===== src/rtl/serial_adder.sv =====
// -----------------------------------------------------------------------------
// serial_adder
//   Bit-serial WIDTH-bit adder. A single full-adder cell (two half adders plus
//   an OR) consumes one operand bit per clock, LSB first. A start/busy/done
//   handshake launches a computation; the result is registered and held until
//   the next result replaces it.
//
// Handshake: start is sampled only while busy=0 (IDLE or DONE). An accepted
//   start captures a, b and cin on that edge. done is a single-cycle pulse,
//   and sum/cout are valid from that cycle on. A start seen while busy=1 is
//   dropped, not queued.
//
// Optional feature (macro SERIAL_ADDER_SUB_EN):
//   Adds input `sub`. With sub=1 the captured B is ~b and the initial carry is
//   1 (cin ignored), giving a-b mod 2^WIDTH; cout=1 then means no borrow.
//   With the macro undefined the block is a plain adder with no `sub` port.
//
// Parameters:
//   WIDTH      operand/result width, 1..64
// Ports:
//   clk        rising-edge clock
//   rst_n      asynchronous active-low reset
//   start      computation request
//   a, b       operands, captured on accepted start
//   cin        carry-in, captured on accepted start
//   sub        subtract select (only with SERIAL_ADDER_SUB_EN)
//   busy       high while a computation is in progress
//   done       single-cycle completion pulse
//   sum        registered result (mod 2^WIDTH)
//   cout       registered carry-out of the MSB
//   state_dbg  current FSM state (0=IDLE, 1=RUN, 2=DONE) for observation
// -----------------------------------------------------------------------------
module serial_adder #(
    parameter int WIDTH = 8
) (
    input  logic             clk,
    input  logic             rst_n,
    input  logic             start,
    input  logic [WIDTH-1:0] a,
    input  logic [WIDTH-1:0] b,
    input  logic             cin,
`ifdef SERIAL_ADDER_SUB_EN
    input  logic             sub,
`endif
    output logic             busy,
    output logic             done,
    output logic [WIDTH-1:0] sum,
    output logic             cout,
    output logic [1:0]       state_dbg
);

    localparam int CW = $clog2(WIDTH + 1);

    typedef enum logic [1:0] {
        S_IDLE = 2'd0,
        S_RUN  = 2'd1,
        S_DONE = 2'd2
    } state_t;

    state_t           state_q;
    logic [WIDTH-1:0] a_q;
    logic [WIDTH-1:0] b_q;
    logic [WIDTH-1:0] res_q;
    logic             c_q;
    logic [CW-1:0]    cnt_q;

    logic             s_d;
    logic             c_d;
    logic [WIDTH-1:0] res_d;
    logic [WIDTH-1:0] b_cap_d;
    logic             c_cap_d;
    logic             last_bit;

    // Full-adder cell built from two half adders and an OR.
    logic ha1_s;
    logic ha1_c;
    assign ha1_s = a_q[0] ^ b_q[0];
    assign ha1_c = a_q[0] & b_q[0];
    assign s_d   = ha1_s ^ c_q;
    assign c_d   = ha1_c | (ha1_s & c_q);

    // New sum bit enters at the MSB so that after WIDTH shifts the LSB
    // computed first has arrived at bit 0.
    generate
        if (WIDTH == 1) begin : g_res_w1
            assign res_d = s_d;
        end else begin : g_res_wn
            assign res_d = {s_d, res_q[WIDTH-1:1]};
        end
    endgenerate

    assign last_bit = (cnt_q == CW'(WIDTH - 1));

`ifdef SERIAL_ADDER_SUB_EN
    // Subtraction as a + ~b + 1.
    assign b_cap_d = sub ? ~b : b;
    assign c_cap_d = sub ? 1'b1 : cin;
`else
    assign b_cap_d = b;
    assign c_cap_d = cin;
`endif

    assign state_dbg = state_q;

    always_ff @(posedge clk or negedge rst_n) begin
        if (!rst_n) begin
            state_q <= S_IDLE;
            a_q     <= '0;
            b_q     <= '0;
            res_q   <= '0;
            c_q     <= 1'b0;
            cnt_q   <= '0;
            busy    <= 1'b0;
            done    <= 1'b0;
            sum     <= '0;
            cout    <= 1'b0;
        end else begin
            done <= 1'b0;
            case (state_q)
                // DONE accepts start exactly like IDLE, which gives
                // back-to-back operation at one result per WIDTH+1 cycles.
                S_IDLE, S_DONE: begin
                    if (start) begin
                        a_q     <= a;
                        b_q     <= b_cap_d;
                        c_q     <= c_cap_d;
                        cnt_q   <= '0;
                        busy    <= 1'b1;
                        state_q <= S_RUN;
                    end else begin
                        busy    <= 1'b0;
                        state_q <= S_IDLE;
                    end
                end
                S_RUN: begin
                    a_q   <= a_q >> 1;
                    b_q   <= b_q >> 1;
                    c_q   <= c_d;
                    res_q <= res_d;
                    cnt_q <= cnt_q + CW'(1);
                    if (last_bit) begin
                        // Outputs load on the edge into DONE so they are
                        // valid in the same cycle as the done pulse.
                        busy    <= 1'b0;
                        done    <= 1'b1;
                        sum     <= res_d;
                        cout    <= c_d;
                        state_q <= S_DONE;
                    end
                end
                default: begin
                    busy    <= 1'b0;
                    state_q <= S_IDLE;
                end
            endcase
        end
    end

endmodule


===== config.mk =====
export PLATFORM = sky130hd
export DESIGN_NAME = serial_adder
export DESIGN_NICKNAME = d
export VERILOG_FILES = /design/src/rtl/serial_adder.sv
export SDC_FILE = /design/constraint.sdc
export NUM_CORES = 1
export LEC_CHECK = 0
export CORE_MARGIN = 2
export CORE_UTILIZATION = 55
export CTS_CLUSTER_SIZE = 8
export DETAILED_ROUTE_END_ITERATION = 8
export DONT_BUFFER_PORTS = 1
export PLACE_DENSITY = 0.7
export SYNTH_ARGS = -nofsm -noshare
export SYNTH_HDL_FRONTEND = slang
export SYNTH_SLANG_ARGS = --single-unit
export TNS_END_PERCENT = 1

===== constraint.sdc =====
create_clock -name clk -period 2.9 [get_ports clk]
set_clock_uncertainty 0.1 [all_clocks]
set_input_delay 0.435 -clock clk [delete_from_list [all_inputs] [get_ports clk]]
set_output_delay 0.435 -clock clk [all_outputs]
set_load 0.03 [all_outputs]

# Yosys cells after proc, flatten, opt, wreduce, memory -nomap -nowiden
# Index checks and enable logic that the tools add are counted.
[totals]
out_inout_bits = 13
ram_bits = 0
mem_bits_ro = 0
latch_bits = 0
in_bits = 20
n_memories = 0
ff_bits = 42
[classes]
shifts = 0
mux = 16
order_cmp = 0
n_bitwise = 5
div_mod_pow = 0
addsub = 1
eq_ne = 5
multipliers = 0
reduce_logical = 5
[op_table]
columns = ["op", "n"]
rows = [
  ["one-hot mux 8 bit (2 select lines)", 2],
  ["two-way mux 8 bit", 2],
  ["one-hot mux 4 bit (2 select lines)", 1],
  ["two-way mux 1 bit", 6],
  ["adder 4 x 1 -> 4 bit, second input constant", 1],
  ["equality test 4 x 3 -> 1 bit, second input constant", 1],
  ["two-way mux 4 bit", 1],
  ["inequality test 2 bit, second input constant", 2],
  ["one-hot mux 1 bit (2 select lines)", 2],
  ["one-hot mux 2 bit (2 select lines)", 1],
  ["AND reduction 2 bit", 2],
  ["AND 1 bit", 2],
  ["equality test 2 x 1 -> 1 bit, second input constant", 1],
  ["equality test 2 bit, second input constant", 1],
  ["zero test 2 bit", 1],
  ["two-way mux 2 bit", 1],
  ["nonzero test 2 bit", 1],
  ["OR reduction 2 bit", 1],
  ["XOR 1 bit", 2],
  ["OR 1 bit", 1],
]

# Longest topological paths before layout
[logic_depth]
word_depth = 4
ltp_mapped = 5

# Worst setup path after synthesis
# No wires, ideal clock.
[synth_path]
path_type = "register to register"
start = "reg state_q[1] (netlist: state_dbg[1])"
end = "reg cout"
setup_time_ns = 0.128
stages_incl_launch_ff = 5
t_required_ns = 2.672
path_buffers = 1
slack_ns = 1.244
arrival_ns = 1.429
cell_sequence = "dfrtp_1 > and2b_4 > nor3b_2 > buf_4 > mux2_1"
[synth_via]
elab_chain_cells = 2
[synth_rtl]
columns = ["item", "line", "rtl"]
rows = [
  ["from (decl)", "60", "state_t state_q;"],
  ["from (signal assigned)", "107", "state_q <= S_IDLE;"],
  ["from (signal assigned)", "129", "state_q <= S_RUN;"],
  ["from (signal assigned)", "132", "state_q <= S_IDLE;"],
  ["equality test 2 x 1 -> 1 bit", "119", "case (state_q)"],
  ["AND reduction 2 bit (no source line)", "-", ""],
  ["to (signal assigned)", "116", "cout <= 1'b0;"],
  ["to (signal assigned)", "147", "cout <= c_d;"],
  ["to (decl)", "48", "output logic cout,"],
]
# Every way passes these cells.
# A chain may end at the register's enable or synchronous reset.

# Worst setup path after layout
[layout_path]
start = "reg state_q[1] (netlist: state_dbg[1])"
end = "reg sum[0]"
[layout_via]
elab_chain_cells = 2
[layout_rtl]
columns = ["item", "line", "rtl"]
rows = [
  ["equality test 2 x 1 -> 1 bit", "119", ""],
  ["AND reduction 2 bit (no source line)", "-", ""],
  ["to (signal assigned)", "146", "sum <= res_d;"],
  ["to (decl)", "47", "output logic [WIDTH-1:0] sum,"],
]
# Every way passes these cells.

==> metrics.md <==
| Metric | Value |
|---|---|
| Gpl congestion | `0.678` |
| Clock Tree Buf Depth | `2` |
| Cts hold-fix bufs | `2` |
| Slowest CP cell | `nor3b_2` |
| Vias per cell | `6.34` |
| Slowest Stage Delay on Critical Path | `620 ps` |
| Vias | `958` |
| LEAKAGE | `0.917 nW` |
| Fin crit share | `0.696` |
| Hold Startpoint | `a[7]` |
| Data required, critical path | `3030 ps` |
| Yosys top cell area share | `0.601` |
| Core Area | `2830 µm²` |
| R2R Path End | `sum[0]` |
| Nets | `141` |
| H-tree Lvls | `2` |
| Worst Path Max Fanout | `10` |
| Critical Path Sink Type | `flop` |
| CTS Sinks | `40` |
| Vias in the first global route | `996` |
| Syn nets | `137` |
| WL per Instance | `17.2 µm` |
| RSZ-0062 raised after global routing | `false` |
| Critical Path AT | `2150 ps` |
| DRC | `0` |
| Avg Synthesized Cell Area | `14.5 µm²` |
| Resize count post-CTS | `0` |
| Post-synth cell types | `20` |
| Yosys warns | `0` |
| Share of cells above drive strength 1 | `0.192` |
| Fin Setup TNS | `0 ps` |
| DIE HEIGHT | `59.0 µm` |
| Num ports | `33` |
| Max VDD drop | `0.000600 V` |
| Slew Viols, Final | `0` |
| Initial antenna violation count | `0` |
| CTS Root Cell | `clkbuf_4` |
| Fmax achieved | `495 MHz` |
| #FFs+latches synth | `40` |
| First-pass GRT wire length | `4600 µm` |
| Final critical-path required period | `2020 ps` |
| Area of the multi-input gates | `606 µm²` |
| Dpl hpwl | `1750 µm` |
| Drt first pass iters | `4` |
| Ranking of synthesized cells by area | `dfrtp_1 (60%), a22o_1 (10%), a21o_1 (6.8%)` |
| Initial Utilization | `0.589` |
| Max-cap violations | `0` |
| Total Power | `0.00224 W` |
| Iter 0 DRT Violations | `17` |
| Cell Pwr Density | `1250 nW/µm²` |
| Area leader, netlist | `dfrtp_1` |
| Hold crit path type | `in -> reg` |
| Input/output buffers | `0` |
| Gr ovfl total | `0` |
| Mapped Cells | `115` |
| Antenna cell count | `0` |
| Post-CTS Setup Bufs | `0` |
| Fill count | `221` |
| Row cnt | `19` |
| Slew @ Worst Pin | `754 ps` |
| CP startpoint kind | `flop` |
| Total GRT Usage | `0.186` |
| Worst-Skew Late Latency | `340 ps` |
| Clock Pin Slew Worst Setup and Hold Paths | `110 ps` |
| Die Width | `59.0 µm` |
| Post-Syn Area | `1670 µm²` |
| R2R setup slack | `880 ps` |
| Outcome | `complete, no violations` |
| Total wire length | `2600 µm` |
| Final Hold Viols | `0` |
| WP depth | `3` |
| Place WS | `862 ps` |
| Worst hold stages | `1` |
| Top delay family on crit path | `simple AND/OR/NAND/NOR gates` |
| Critical path class | `reg -> reg` |
| FF-to-FF Start | `state_dbg[1]` |
| Final worst setup slack | `881 ps` |
| Synth-to-Final Area Change | `7.58%` |
| CTS tree | `yes` |
| Buf/Inv on CP | `0` |
| Critical-path cell list | `and2b_4 > nor3b_2 > mux2_1` |
| Rel. slew slack | `0.495` |
| # setup viols final | `0` |
| Worst hold path endpoint | `a_q[7]` |
| Antenna viol nets, final | `0` |
| Largest net degree at the start of global routing | `41` |
| Worst reg2reg path depth | `3` |
| Die ar. | `3490 µm²` |
| Register area share after synthesis | `0.601` |
| Inserted Clock Buffers | `5` |
| Register area | `1000 µm²` |
[power breakdown]
| group | switching (W) | internal (W) |
|---|---|---|
| clock network | 0.000172 | 0.000229 |
| registers | 0.000291 | 0.000812 |
| logic | 0.000334 | 0.000401 |
[worst reg2reg max path, delay by kind of cell (launching register included)]
family | cells | cell delay [ps]
mux | 1 | 400
simple gates | 2 | 910
flops | 1 | 500
[placed cells by master, fill, tap and decap left out, drive strengths merged]
master	instances
o21ai	1
mux2i	2
nand2b	1
nor2b	2
dlygate4sd3	1
buf	4
and2b	1
nor2	1
fa	1
dfrtp	40
nand4	1
ha	1
a22o	19
a21o	15
mux2	17
clkbuf	7
bufinv	1
nand2	3
nor3b	2
[state kept, by name, summed over array words and instances (netlist names)]
signal and cells:
c_q 1, done 1, sum 8, cout 1
res_q 7, cnt_q 4, state_dbg 2, a_q 8
b_q 8
[layer usage]
layer | share of wire | GRT usage
met1 | 0.40 | 0.223
met2 | 0.49 | 0.292
met3 | 0.079 | 0.0721
met4 | 0.022 | 0.0974
met5 | 0 | 0
[cell type report]
type / instances / area share
Timing Repair Buffer: 5 / 0.0293
Sequential cell: 40 / 0.558
Tap cell: 31 / 0.0216
Clock buffer: 7 / 0.0363
Multi-Input combinational cell: 67 / 0.338
Clock inverter: 1 / 0.0167
[kinds of logic after synthesis]
logic type | after synthesis | synth area share
adder cells (fa/ha/maj) | 2 | 0.0195
multiplexers | 19 | 0.127
AO/OA/AOI/OAI | 35 | 0.170
AND/OR/NAND/NOR | 11 | 0.0465
flip-flops | 40 | 0.601
buffers and inverters | 8 | 0.0360
[Yosys cell counts, drive strengths merged]
library cell	number
dfrtp	40
a22o	19
mux2	17
a21o	15
buf	8
nand2	3
mux2i	2
nor2b	2
nor3b	2
and2b	1
fa	1
ha	1
nand2b	1
nand4	1
nor2	1
o21ai	1
[through the flow]
stage / util / cells / instance area (µm²) / hold WS (ps)
2_1_floorplan: - / 115 / 1670 / 39.4
3_3_place_gp: 0.590 / 141 / 1670 / 40.5
3_5_place_dp: 0.590 / 141 / 1670 / 40.5
4_1_cts: 0.634 / 151 / 1790 / 107
5_1_grt: 0.634 / 151 / 1790 / 108
6_report: 0.634 / 151 / 1790 / 128
[how the worst max path moves through the flow]
stage                       startpoint  endpoint
after floorplan           state_dbg[1]      cout
after global placement    state_dbg[1]    sum[1]
after detailed placement  state_dbg[1]    sum[0]
after CTS                 state_dbg[1]    sum[0]
after global routing      state_dbg[1]    sum[4]
final                     state_dbg[1]    sum[0]
Note: power is estimated with default switching activity, not from simulation.
